### config.mk
export PLATFORM = sky130hd
export DESIGN_NAME = error_checker_controller
export DESIGN_NICKNAME = d
export VERILOG_FILES = /design/src/rtl/error_checker_controller_pkg.sv /design/src/rtl/error_checker_controller_counter_modn.sv /design/src/rtl/error_checker_controller.sv
export SDC_FILE = /design/constraint.sdc
export NUM_CORES = 1
export LEC_CHECK = 0
export ABC_AREA = 1
export ABC_CLOCK_PERIOD_IN_PS = 2800
export CAP_MARGIN = 10
export CORE_UTILIZATION = 25
export DETAILED_ROUTE_END_ITERATION = 16
export DONT_BUFFER_PORTS = 1
export GPL_ROUTABILITY_DRIVEN = 0
export GPL_TIMING_DRIVEN = 0
export PLACE_DENSITY = 0.36
export SETUP_SLACK_MARGIN = 0.05
export SLEW_MARGIN = 20
export SYNTH_ARGS = -nofsm -noshare
export SYNTH_HDL_FRONTEND = slang
export SYNTH_SLANG_ARGS = --single-unit
### constraint.sdc
create_clock -name clk -period 2.8 [get_ports clk]
set_input_delay 0.84 -clock clk [delete_from_list [all_inputs] [get_ports clk]]
set_output_delay 0.84 -clock clk [all_outputs]
set_load 0.01 [all_outputs]
### src/rtl/error_checker_controller_pkg.sv
// Shared controller constants: state encodings for the residual-check controller.
// Contents:
//   ctrl_state_e - 3-bit FSM state encoding (value 3'd7 is unused/illegal)
//   StateW       - width of the state register
//   state_busy   - decode of the busy indication from a state value
package error_checker_controller_pkg;

    localparam int unsigned StateW = 3;

    typedef enum logic [StateW-1:0] {
        StIdle     = 3'd0,
        StWaitCoef = 3'd1,
        StInit     = 3'd2,
        StLdXy     = 3'd3,
        StCalc     = 3'd4,
        StOut      = 3'd5,
        StDone     = 3'd6
    } ctrl_state_e;

    // A pass is in progress in every legal state past the coefficient wait.
    function automatic logic state_busy(input ctrl_state_e s);
        unique case (s)
            StInit, StLdXy, StCalc, StOut, StDone: state_busy = 1'b1;
            default:                               state_busy = 1'b0;
        endcase
    endfunction

endpackage

### src/rtl/error_checker_controller_counter_modn.sv
// Modulo-N counter with synchronous clear, enable and terminal-count flag.
// Ports:
//   clk_i    - clock
//   rst_i    - synchronous active-high reset (count to 0)
//   clr_i    - synchronous clear (count to 0), has priority over enable
//   en_i     - advance the count; wraps N-1 -> 0
//   count_o  - current count
//   co_o     - carry-out / terminal flag, high while count == N-1
module error_checker_controller_counter_modn #(
    parameter int unsigned N  = 150,
    parameter int unsigned AW = 8
) (
    input  logic          clk_i,
    input  logic          rst_i,
    input  logic          clr_i,
    input  logic          en_i,
    output logic [AW-1:0] count_o,
    output logic          co_o
);

    localparam logic [AW-1:0] Last = AW'(N - 1);

    logic [AW-1:0] count_q, count_d;

    always_comb begin
        count_d = count_q;
        if (clr_i) begin
            count_d = '0;
        end else if (en_i) begin
            count_d = (count_q == Last) ? '0 : count_q + AW'(1);
        end
    end

    always_ff @(posedge clk_i) begin
        if (rst_i) begin
            count_q <= '0;
        end else begin
            count_q <= count_d;
        end
    end

    assign count_o = count_q;
    assign co_o    = (count_q == Last);

endmodule

### src/rtl/error_checker_controller.sv
// Residual-check controller: sequences N samples through an external
// datapath computing y - (b0 + b1*x), one error word per sample, with a
// valid/ready handshake toward the consumer.
// Ports:
//   clk        - clock
//   rst        - synchronous active-high reset
//   start      - request a pass (honoured only in idle)
//   coefReady  - b0/b1 coefficients valid (level)
//   errReady   - consumer accepts the current error word
//   addr       - sample index to X/Y memory (always equals the counter)
//   ldX, ldY   - load sample registers
//   ldErr      - load residual register
//   errValid   - residual register holds an unaccepted result
//   busy       - pass in progress
//   done       - one-cycle pulse at pass completion
module error_checker_controller
    import error_checker_controller_pkg::*;
#(
    parameter int unsigned N  = 150,
    parameter int unsigned AW = 8
) (
    input  logic          clk,
    input  logic          rst,
    input  logic          start,
    input  logic          coefReady,
    input  logic          errReady,
    output logic [AW-1:0] addr,
    output logic          ldX,
    output logic          ldY,
    output logic          ldErr,
    output logic          errValid,
    output logic          busy,
    output logic          done
);

    ctrl_state_e state_q, state_d;

    logic          cnt_clr;
    logic          cnt_en;
    logic          cnt_tc;
    logic [AW-1:0] cnt_val;

    error_checker_controller_counter_modn #(
        .N  (N),
        .AW (AW)
    ) u_counter (
        .clk_i   (clk),
        .rst_i   (rst),
        .clr_i   (cnt_clr),
        .en_i    (cnt_en),
        .count_o (cnt_val),
        .co_o    (cnt_tc)
    );

    always_comb begin
        state_d  = state_q;
        ldX      = 1'b0;
        ldY      = 1'b0;
        ldErr    = 1'b0;
        errValid = 1'b0;
        done     = 1'b0;
        cnt_clr  = 1'b0;
        cnt_en   = 1'b0;
        busy     = state_busy(state_q);

        case (state_q)
            StIdle: begin
                if (start) state_d = StWaitCoef;
            end
            StWaitCoef: begin
                if (coefReady) state_d = StInit;
            end
            StInit: begin
                cnt_clr = 1'b1;
                state_d = StLdXy;
            end
            StLdXy: begin
                ldX     = 1'b1;
                ldY     = 1'b1;
                state_d = StCalc;
            end
            StCalc: begin
                ldErr   = 1'b1;
                state_d = StOut;
            end
            StOut: begin
                errValid = 1'b1;
                if (errReady) begin
                    // Last sample leaves the counter at N-1 so it never wraps.
                    if (cnt_tc) begin
                        state_d = StDone;
                    end else begin
                        cnt_en  = 1'b1;
                        state_d = StLdXy;
                    end
                end
            end
            StDone: begin
                done    = 1'b1;
                state_d = StIdle;
            end
            default: begin
                // Illegal encoding: recover to idle with a clean counter.
                busy    = 1'b0;
                cnt_clr = 1'b1;
                state_d = StIdle;
            end
        endcase
    end

    always_ff @(posedge clk) begin
        if (rst) begin
            state_q <= StIdle;
        end else begin
            state_q <= state_d;
        end
    end

    assign addr = cnt_val;

endmodule
# Word-level counts from Yosys, hierarchy flattened
# Index checks and enable logic that the tools add are counted.
op_classes:
  n_addsub: 1
  eq_ne: 10
  n_reduce_logical: 6
  bitwise: 1
  muxes: 15
ops:
  columns: ["operator", "n"]
  rows:
  - ["3-bit one-hot mux with 6 select lines", 1]
  - ["3-bit two-way mux", 4]
  - ["3-bit equality test (second input constant)", 3]
  - ["1-bit two-way mux", 9]
  - ["8-bit by 1-bit adder with 8-bit output (second input constant)", 1]
  - ["8-bit equality test (second input constant)", 1]
  - ["8-bit two-way mux", 1]
  - ["7-bit OR reduction", 1]
  - ["3-bit by 2-bit equality test with 1-bit output (second input constant)", 2]
  - ["2-bit != test (second input constant)", 3]
  - ["6-bit OR reduction", 1]
  - ["5-bit OR reduction", 1]
  - ["3-bit by 1-bit equality test with 1-bit output (second input constant)", 1]
  - ["3-bit zero test", 1]
  - ["3-bit AND reduction", 1]
  - ["2-bit OR reduction", 1]
  - ["1-bit inverter", 1]
totals:
  reg_bits: 11
  elab_cells: 35
  input_bits: 5

# Depth between registers and ports, before layout
# Gate-level depths: netlist of run 1.
depth:
  word_depth: 4
  ltp_mapped: 10
  depth_no_buf: 10

# Cells and area by module
# A second synthesis of run 1 with hierarchy kept.
unflattened:
  hier_cells: 110
  area_unflattened_um2: 699.4
by_module_without_submodules:
  columns: ["module", "area_per_inst_um2", "cells_each", "instances", "seq_area_each_um2"]
  rows:
  - ["error_checker_controller_counter_modn", 476.7, 71, 1, 160.2]
  - ["error_checker_controller", 222.7, 39, 1, 60.1]

# Least setup slack after synthesis of run 1
# OpenSTA, ideal clock, no wires.
synth_path:
  path_kind: "reg2out"
  startpoint: "register state_q[0]"
  endpoint: "output ldY"
  slack_ns: 1.089
  arrival_ns: 0.871
  n_path_buf: 1
  path_stages_with_launch: 6
  cell_sequence: "dfxtp_1 -> nand2_1 -> inv_1 -> nand2_1 -> inv_1 -> buf_4"
synth_via:
  elab_chain_cells: 2
synth_lines:
  columns: ["item", "line_no", "source"]
  rows:
  - ["start: declaration", "error_checker_controller.sv:36", "ctrl_state_e state_q, state_d;"]
  - ["start signal: assignment", "error_checker_controller.sv:113", "state_q <= StIdle;"]
  - ["start signal: assignment", "error_checker_controller.sv:115", "state_q <= state_d;"]
  - ["3-bit by 2-bit equality test with 1-bit output", null, null]
  - ["1-bit two-way mux", null, null]
  - ["end: declaration", "error_checker_controller.sv:29", "output logic ldY,"]
# Every way passes these cells.

# Worst setup path in the final report of run 1
# Same ends and word-level chain as after synthesis.

==> reports/summary.md, run 1 <==
At the pin with the least slew margin, the transition time is 0.356 ns. For the total clock buffers created by CTS, the log shows 3. The proportion of netlist area held by the largest area contributor is 28.9%, and the count of nets left with antenna violations after detail routing is 0. The logs give 0.27 ns for the source-to-sink clock delay at the later pin of the worst-skew pair and 0.0968 mW for the net switching power. The highest-utilization routing layer at the global route stage was met1. The run gives 0.00866 ns as the maximum clock skew at final layout. Number of nets in the layout: 137.

Measured along the x axis, the die boundary spans 57.2 um. Dividing total power by cell area gives a power density of 399 nW/um2. The number of port buffers was 0; the flip-flop and latch count after synthesis was 11. The run finished, with violations left. Shortest period the worst path allows: 2.14 ns. After filler insertion, the fill cell instance count of the layout stands at 325. The sequential cells in the finished layout cover a total of 220 um2.

Buffers added to address setup during post-CTS repair amount to 0. The first global-routing pass estimated 2990 um of wire. The cell area that synthesis handed to floorplanning was 762 um2. For the starting density of the core, the log shows 26.9%.

The internal power summed over all cells was 0.233 mW; the multi-input logic area was 432 um2. Overall power consumption after layout is estimated at 0.330 mW. The clock passes through at most 2 buffers.

The cell count after synthesis came out at 125. The checks that failed: DRC. The tools report the arrival time of data at the critical path endpoint as 1.30 ns.

Summed over all instances, the cell type with the most area after synthesis is dfxtp_1. The count of endpoints failing hold in the final timing report was 0. TritonCTS built the clock tree.

The number of failing setup endpoints in the final timing report is 0. The tools report the number of slew-limit violations in the final report as 0. Net switching is 29.3% of the power. Headroom to the max-slew limit came out at 76.0%. The met1 global-route usage was 17.6%; the final hold slack was 0.566 ns. In this run the register-to-register setup slack is 1.35 ns. Buffers inserted to repair hold after CTS numbered 0. In the layout the commonest cells are nand2_1, inv_1, nor2_1. For the final cell count without fillers, the log shows 160. Count of different cell masters after synthesis: 21. Cells with a size suffix above 1 make up 14.0% of the layout. The most common cell after layout, fill and taps aside is nand2_1. STA classifies the critical path startpoint as a register.

Of the available clock period, the critical path in the final layout requires 76.3%. The number of antenna violations at the first check in global routing was 0. Of the synthesized area, sequential elements account for 28.9%. The run gives 0.468 GHz as the upper clock frequency limit. Counting tap cells, the placed design contains a total of 156 instances. Via density per instance: 4.70. After synthesis, the cell types taking the most area are dfxtp_1, nand2_1, inv_1. The peak supply drop was 0.000185 V. The Yosys step of the flow raised 0 warnings. Entering global routing, the biggest net connects 11 pins. The number of max-capacitance violations reported is 0, and the mean instance size in the synthesized netlist is 6.10 um2.

The tools report the buffer cell driving the clock tree root as clkbuf_4. Total of cells resized after clock tree synthesis: 0. Setup repair after global routing left no endpoint under its margin.

Dividing the detail-routed wire length by the instance count gives 11.3 um. The global-route met3 utilization is 3.40%, and the floorplan die area is 3270 um2. Along the worst path, the maximum fanout reaches 6. For this design the top-level I/O count stands at 19. For the net count after synthesis, the log shows 132. The critical path endpoint category is an output pin. The combinational group share of total power is 14.4%. The final layout contains routed wiring with a total length of 1810 um. Die span in y: 57.2 um. The count of standard-cell rows was 19. For this design the static power due to leakage is 0.367 nW. The tools report the count of inserted antenna diode cells as 0.

After global routing the overflow that remains totals 0. The logs give 647 for the number of global-route vias before repair and 6 for the count of unresolved DRC violations after routing. The first TritonRoute pass finished after 10 iterations. The detailed router placed 752 vias in this run. The tools report the placeable core region as 2830 um2. Summed over all nets, the half-perimeter wirelength after detailed placement is 1450 um. The share of total power dissipated in sequential elements is 51.3%. The total global routing track utilization is 12.1%. The synthesis-to-finish area growth is 8.54%. Global routing used 16.3% of the available met2 tracks. Clock-pin slew was measured on the worst setup and hold paths at 0.08 ns. After routing, the total negative slack on setup checks comes to 0 ns. The tools report the DRC marker count from the first detailed-route iteration as 42. CTS saw 11 sinks. Classification of the worst setup path: reg -> out. STA puts the critical path data required time at 1.96 ns.

The H-tree depth reported by CTS was 1. The type of the most critical hold path is reg -> reg. The proportion of power drawn by the clock network is 34.3%.
==> cell type report <==
cell class	count	share of cell area [%]
well taps	31	4.69
multi-input cells	88	52.2
plain buffers	2	2.27
inverters	24	11.0
flip-flops and latches	11	26.6
clock buffers	4	3.18
==> synth_stat cells, drive strengths merged <==
master	number
a21oi	12
and2	1
buf	2
clkinv	1
dfxtp	11
ha	2
inv	23
nand2	38
nand3	7
nand3b	1
nand4	2
nor2	17
o21ai	6
o21bai	2
==> worst paths after layout <==
path                                      startpoint                   end  cells after the start
worst min-delay path            u_counter.count_o[2]  u_counter.count_o[2]                      2
worst max-delay path                      state_q[0]                   ldY                      5
worst min register to register  u_counter.count_o[2]  u_counter.count_o[2]                      2
worst max register to register  u_counter.count_o[0]  u_counter.count_o[5]                      9
==> per-stage QoR <==
stage,util [%],setup WS [ns],instance area (um2)
after floorplan,-,1.09,762
final,29.2,0.663,827
after CTS,29.2,0.655,827
after global routing,29.2,0.571,827
after detailed placement,28.3,0.965,801
after global placement,28.3,0.938,801
==> layer usage <==
| layer | up-vias | share of wire [%] |
|---|---|---|
| met5 | - | 0 |
| met4 | 0 | 1.5 |
| met3 | 4 | 6.0 |
| met2 | 18 | 41 |
| met1 | 335 | 51 |
| li1 | 395 | - |
==> worst max-delay path, cell delays in order (launching register included) <==
cell and delay (ns):
dfxtp_1 0.44, nand2_1 0.12, inv_1 0.09, nand2_1 0.11, inv_1 0.14, buf_4 0.14
==> state kept, by name, indices dropped and copies added, names as in the netlist <==
name / count
state_q: 3
u_counter.count_o: 8
==> cells by family after synthesis <==
| logic type | Yosys count | share of synthesized area, % |
|---|---|---|
| compound gates | 20 | 14.3 |
| fa+ha+maj | 2 | 3.28 |
| buf+inv | 26 | 14.4 |
| flops | 11 | 28.9 |
| simple gates | 66 | 39.1 |
==> power groups by stage <==
stage	Clock (mW)	Combinational (mW)	Sequential, mW
final	0.113	0.0476	0.169
after global routing	0.130	0.0548	0.170
after CTS	0.120	0.0483	0.169
after detailed placement	0	0.0481	0.173
after global placement	0	0.0477	0.173
after floorplan	0	0.0393	0.171
Power figures use the tool's default switching activity.
==> run 2: changes to the inputs <==
Settings changed: ABC_CLOCK_PERIOD_IN_PS 2800 to 1900, PLACE_DENSITY 0.36 to 0.38.
Clock period 2.8 ns to 1.9 ns, I/O delays scaled along.
==> run 2 against run 1 <==
The flow still finishes with violations (DRC). Worst hold slack got worse by 0.22 ns. Die area unchanged. Global-route usage increased by 0.21 points. Utilization up 0.18 points. Register-to-register slack worse by 0.93 ns. Routed wire length is 0.77% higher. Sequential share of layout area is 0.29 points higher. First-iteration DRC count fell by 31%. Clock skew down 0.0037 ns. Critical path depth unchanged. Worst setup slack lost 0.52 ns. Sequential power grew 49%. Largest cell class unchanged. Largest power group unchanged.
==> reports/summary.md, run 2 (synthesis results as in run 1) <==
H-tree depth reported by CTS: 1. The worst register-to-register path ends at u_counter.count_o[7]. The slew at the pin closest to its max-slew limit was 0.396 ns; the leakage power was 0.369 nW.

The classification of the worst setup path was reg -> out. The tools report the global route total overflow as 0. Pin placement for this block handled 19 I/O pins.

The number of slew-limit violations in the final report came out at 0. The cell area after layout was 832 um2; the largest fanout on the critical path was 6. After detailed routing, the total wire length is 1820 um.

The worst setup path is captured at an output pin. In this run the core area contains 19 standard-cell rows. In the final layout, the share of cells above drive strength 1 is 17.8%. The number of placed instances, taps included, is 156. Derived from the worst setup path, the maximum achievable clock frequency is 0.570 GHz. The post-route clock period utilization works out to 92.4%. Floorplan die area: 3270 um2. After the last flow step, the layout net total stands at 137.

The run finished, with violations left. The routed design could run at a clock period as short as 1.76 ns. The tools report the source-to-sink clock delay at the later pin of the worst-skew pair as 0.27 ns. The worst hold path cell count came out at 1.

For the wire length of the first global-routing pass, the log shows 3040 um. The tools report the count of nets left with antenna violations after detail routing as 0. The sort of element at the start of the critical path is a register. The critical path ends at ldY.

The number of detailed-route iterations in the first pass is 10. The pin count of the biggest net entering global routing was 11. For the worst flop-to-flop path, the logic depth is 9. In the detailed route, the total length drawn on met2 is 795 um.

Setup total negative slack on the finished layout was measured at 0 ns. The run gives 801 um2 as the placed cell area. The final reports fail on DRC. The count of inserted antenna diode cells was 0; the number of port buffers was 0.

Setup repair after global routing left no endpoint under its margin. Excluding fillers, the count of instances in the completed layout stands at 160. The routed layout has 738 vias.

Compared with the post-synthesis result, the final layout area differs by 9.20%. For the total global routing track utilization, the log shows 12.3%. For this configuration, the core starts out at a cell density of 26.9%.

The launching element of the worst setup path was state_q[0]. The run gives 0 as the number of failing setup endpoints in the final timing report. The total clock buffers created by CTS is 3. Arrival time of data at the critical path endpoint: 1.19 ns.

The buffer cell driving the clock tree root is clkbuf_4. The tools report the number of max-capacitance violations reported as 0. Data on the critical path is required at its endpoint by 1.33 ns. Measured along the x axis, the die boundary spans 57.2 um.

The number of global-route vias before repair came out at 628. The clock transition at the register clock pins on the worst setup and hold paths after CTS is 0.08 ns. TritonCTS built the clock tree. The detailed router used layers up to and including met4. The number of flip-flops in the largest register came out at 8. In the layout the commonest cells are nand2_1, inv_1, nor2_1.

The run gives 1 as the total of cells resized after clock tree synthesis. The count of endpoints failing hold in the final timing report was 0; the routed length per placed instance was 11.4 um. The remaining max-slew budget at the tightest pin is 73.3%, and the via density per instance is 4.61. Counting every sink on the clock net gives 11. The worst register-to-register path begins at u_counter.count_o[0].

The HPWL after detailed placement is 1400 um. For this block, wires on met1 add up to 882 um. The tools report the number of buffers between clock root and the deepest sink as 2.

End-of-flow core utilization: 29.4%. In the routed design, unresolved DRC markers number 2. Buffers added to address setup during post-CTS repair amount to 0. The peak supply drop was 0.000272 V. The type of the most critical hold path is in -> reg.

In this run, the number of DRC markers left after iteration 0 of detailed routing was 29. Number of antenna violations at the first check in global routing: 0. The maximum clock skew at final layout is 0.00492 ns. For flop-to-flop paths, the worst setup slack is 0.42 ns. The library cell used most frequently in the layout, excluding fill and tap cells, is nand2_1.

The number of hold buffers added after CTS was 0. The region available for standard cell placement spans 2830 um2. The amount of wire on met3 after detailed routing came out at 137 um. Dividing total power by cell area gives a power density of 587 nW/um2.

The die is 57.2 um tall.
-- run 2: stage by stage --
stage	power (mW)	hold WS [ns]	setup WS (ns)
after floorplan	0.310	0.515	0.459
after global placement	0.329	0.552	0.312
after detailed placement	0.324	0.549	0.327
after CTS	0.499	0.336	0.0629
after global routing	0.523	0.330	0.0612
final	0.489	0.343	0.145
-- run 2: worst min path at each step --
| stage | startpoint | end |
|---|---|---|
| final | rst | state_q[0] |
| after floorplan | u_counter.count_o[2] | u_counter.count_o[2] |
| after global placement | u_counter.count_o[6] | u_counter.count_o[6] |
| after global routing | rst | state_q[1] |
| after detailed placement | u_counter.count_o[6] | u_counter.count_o[6] |
| after CTS | rst | state_q[0] |
-- run 2: metal layers --
layer | up-vias | track usage [%]
met5 | - | 0
met4 | 0 | 2.09
met3 | 2 | 5.44
met2 | 16 | 18.7
met1 | 324 | 16.3
li1 | 396 | -
-- run 2: critical path: stages, from the launching register on --
cell	delay, ns
dfxtp_2	0.40
nand2_1	0.10
inv_1	0.08
nand2_1	0.11
inv_2	0.10
buf_4	0.12
-- run 2: report_power, final --
group	switching (mW)	internal, mW
Combinational	0.0449	0.0249
Sequential	0.0121	0.239
Clock	0.0897	0.0780
Total	0.147	0.342
-- run 2: layout make-up --
class / count / area [um2]
tap: 31 / 38.8
sequential: 11 / 224
inverter: 24 / 91.3
fill: 304 / 2000
multi-input combinational: 88 / 432
clock buffer: 3 / 22.5
buffer: 2 / 18.8
clock inverter: 1 / 5.00
==> run 3: changes to the inputs <==
Settings changed: ABC_CLOCK_PERIOD_IN_PS 1900 to unset, DONT_BUFFER_PORTS 1 to unset, PLACE_DENSITY 0.38 to 0.46.
==> run 3 against run 2 <==
The flow now finishes without violations. Worst setup slack worse by 0.046 ns. Die area stayed put. Maximum frequency is 2.5% lower. Cell count is 11% higher. Routed wire length is 0.44% lower. Critical path type unchanged. Largest cell class unchanged. Largest power group unchanged. Highest routed layer unchanged.
==> reports/summary.md, run 3 (synthesis results as in run 1) <==
Setup repair after global routing could not meet its margin everywhere. The type of the most critical hold path was reg -> reg. The number of placed instances, taps included, is 174.

The die is 57.2 um tall. Setup violations remaining at the end of the flow were counted as 0. On the worst path, the slowest cell contributes a delay of 0.56 ns. The run gives 3270 um2 as the floorplan die area. The sort of element at the start of the critical path was a register.

0 antenna diodes ended up in the layout. The run gives 0.504 mW as the sum of internal, switching and leakage power. After legalization and detailed placement, the total HPWL measured 1440 um. For this run, design rule violations remaining after detail routing come to 0.

After clock tree synthesis, the flow added hold-fix buffers numbering 0. The floorplan die width came out at 57.2 um. The kind of cell with the highest combined delay on the critical path was buffers and inverters. The share of final-layout standard cells stronger than drive strength 1 is 21.8%. The logs give 36.3% for the end-of-flow core utilization and 2 for the number of buffers between clock root and the deepest sink. The largest individual stage delay along the critical path comes from the cell clkdlybuf4s50_1. The buffer and inverter count on the worst path is 1. In this run the tool buffered the top-level ports with 18 buffer cells. The signal on the critical path passes through clkdlybuf4s50_1.

The area growth from synthesis to layout is 34.8%. The worst-case IR drop observed on VDD is 0.000342 V. The number of antenna violations at the first check in global routing is 0. The count of standard-cell rows is 19.

In the final timing run, aggregate negative setup slack is 0 ns. The number of global-route vias before repair came out at 733. STA classifies the critical path endpoint as an output pin.

The total clock buffers created by CTS is 3. The logs give 3180 um for the wire length of the first global-routing pass and 57 um for the amount of wire on met3 after detailed routing. The number of max-capacitance violations reported came out at 0. In the final routed layout, each cell accounts on average for 10.2 um. The clock net in this run drives a total of 11 sinks. Dividing the detail-routed via count by the number of cells gives 4.54. The total area inside the core boundary comes to 2830 um2.

The worst setup path is of the reg -> out kind. The final critical path takes up 94.8% of the cycle. STA puts the critical path data required time at 1.33 ns. The register with the most flip-flops in the layout has 8 of them. In the global route stage, overall resource usage came out at 12.5%. At the worst endpoint, the arrival time is 1.23 ns.

The run finished with clean final reports. Detailed routing inserted a total of 808 vias. After detailed routing, the wire length on met1 is 937 um.

The total wire length is 1820 um. The logs give 4 for the number of detailed-route iterations in the first pass and 0.555 GHz for the upper clock frequency limit. For this block, the initial DRC count from the detailed router was 17. The run gives 0 as the count of endpoints failing hold in the final timing report.

TritonCTS built the clock tree. The multi-input logic area is 444 um2. Dividing total power by cell area gives a power density of 491 nW/um2. In this run the static leakage power is 0.476 nW. Shortest period the worst path allows: 1.80 ns. The logs give 178 for the final cell count without fillers and 26.9% for the starting density of the core. The clock transition at the register clock pins on the worst setup and hold paths after CTS is 0.08 ns, and the pin count of the biggest net entering global routing is 11. For the count of nets left with antenna violations after detail routing, the log shows 0. The source-to-sink clock delay at the later pin of the worst-skew pair is 0.27 ns.

The number of slew-limit violations in the final report came out at 0. Fill cell total of the finished layout: 318. The buffer cell driving the clock tree root was clkbuf_4. The total overflow left after global routing is 0. At the pin with the least slew margin, the transition time is 0.295 ns. The worst pin sits at a relative slew slack of 80.3%. H-tree depth reported by CTS: 1. Signal routing reaches up to met4.

The maximum clock skew at final layout was 0.0115 ns; the number of nets in the layout was 155. The largest fanout on the critical path is 5. The top cell types in the final layout, fill and taps aside, are nand2_1, inv_1, nor2_1, a21oi_1, clkdlybuf4s50_1.

In this run the count of I/O pins placed on the die edge is 19. The most common cell after layout, fill and taps aside was nand2_1. After detailed routing, the met2 layer carries 807 um of wire.

Summing all flip-flop and latch instances after layout gives 236 um2.
[run 3: through the flow]
| stage | hold WS (ns) | instance area [um2] | worst slack, ns |
|---|---|---|---|
| after floorplan | 0.515 | 762 | 0.459 |
| after global placement | 0.500 | 981 | -0.104 |
| after detailed placement | 0.514 | 981 | -0.0808 |
| after CTS | 0.513 | 1020 | 0.0602 |
| after global routing | 0.510 | 1030 | 0.0385 |
| final | 0.494 | 1030 | 0.0992 |
[run 3: worst paths after layout]
kind | start | to | slack, ns | cells after the start
min | u_counter.count_o[2] | u_counter.count_o[2] | 0.49 | 2
max | u_counter.count_o[6] | addr[6] | 0.1 | 1
min reg2reg | u_counter.count_o[2] | u_counter.count_o[2] | 0.49 | 2
max reg2reg | u_counter.count_o[1] | u_counter.count_o[0] | 0.51 | 9
[run 3: timing repair]
item | in CTS | in global routing
endpoints found under the setup margin | 8 | 7
setup buffers | 0 | 0
gates resized for setup | 18 | 8
[run 3: layout make-up]
| cell class | count | share of cell area [%] |
|---|---|---|
| Multi-Input combinational cell | 88 | 43.2 |
| Sequential cell | 11 | 23.0 |
| Timing Repair Buffer | 18 | 16.7 |
| Inverter | 24 | 8.89 |
| Tap cell | 31 | 3.78 |
| Clock buffer | 4 | 2.56 |
| Buffer | 2 | 1.83 |
[run 3: where the power goes]
group	leakage (nW)	switching (mW)	total (mW)	internal (mW)
logic	0.367	0.0512	0.0915	0.0403
registers	0.0939	0.0164	0.256	0.240
clock network	0.0150	0.0752	0.156	0.0811
total	0.476	0.143	0.504	0.361
[run 3: metal layers]
metal / track usage (%) / up-vias
li1: - / 429
met1: 16.9 / 365
met2: 18.8 / 12
met3: 3.17 / 2
met4: 5.57 / 0
met5: 0 / -
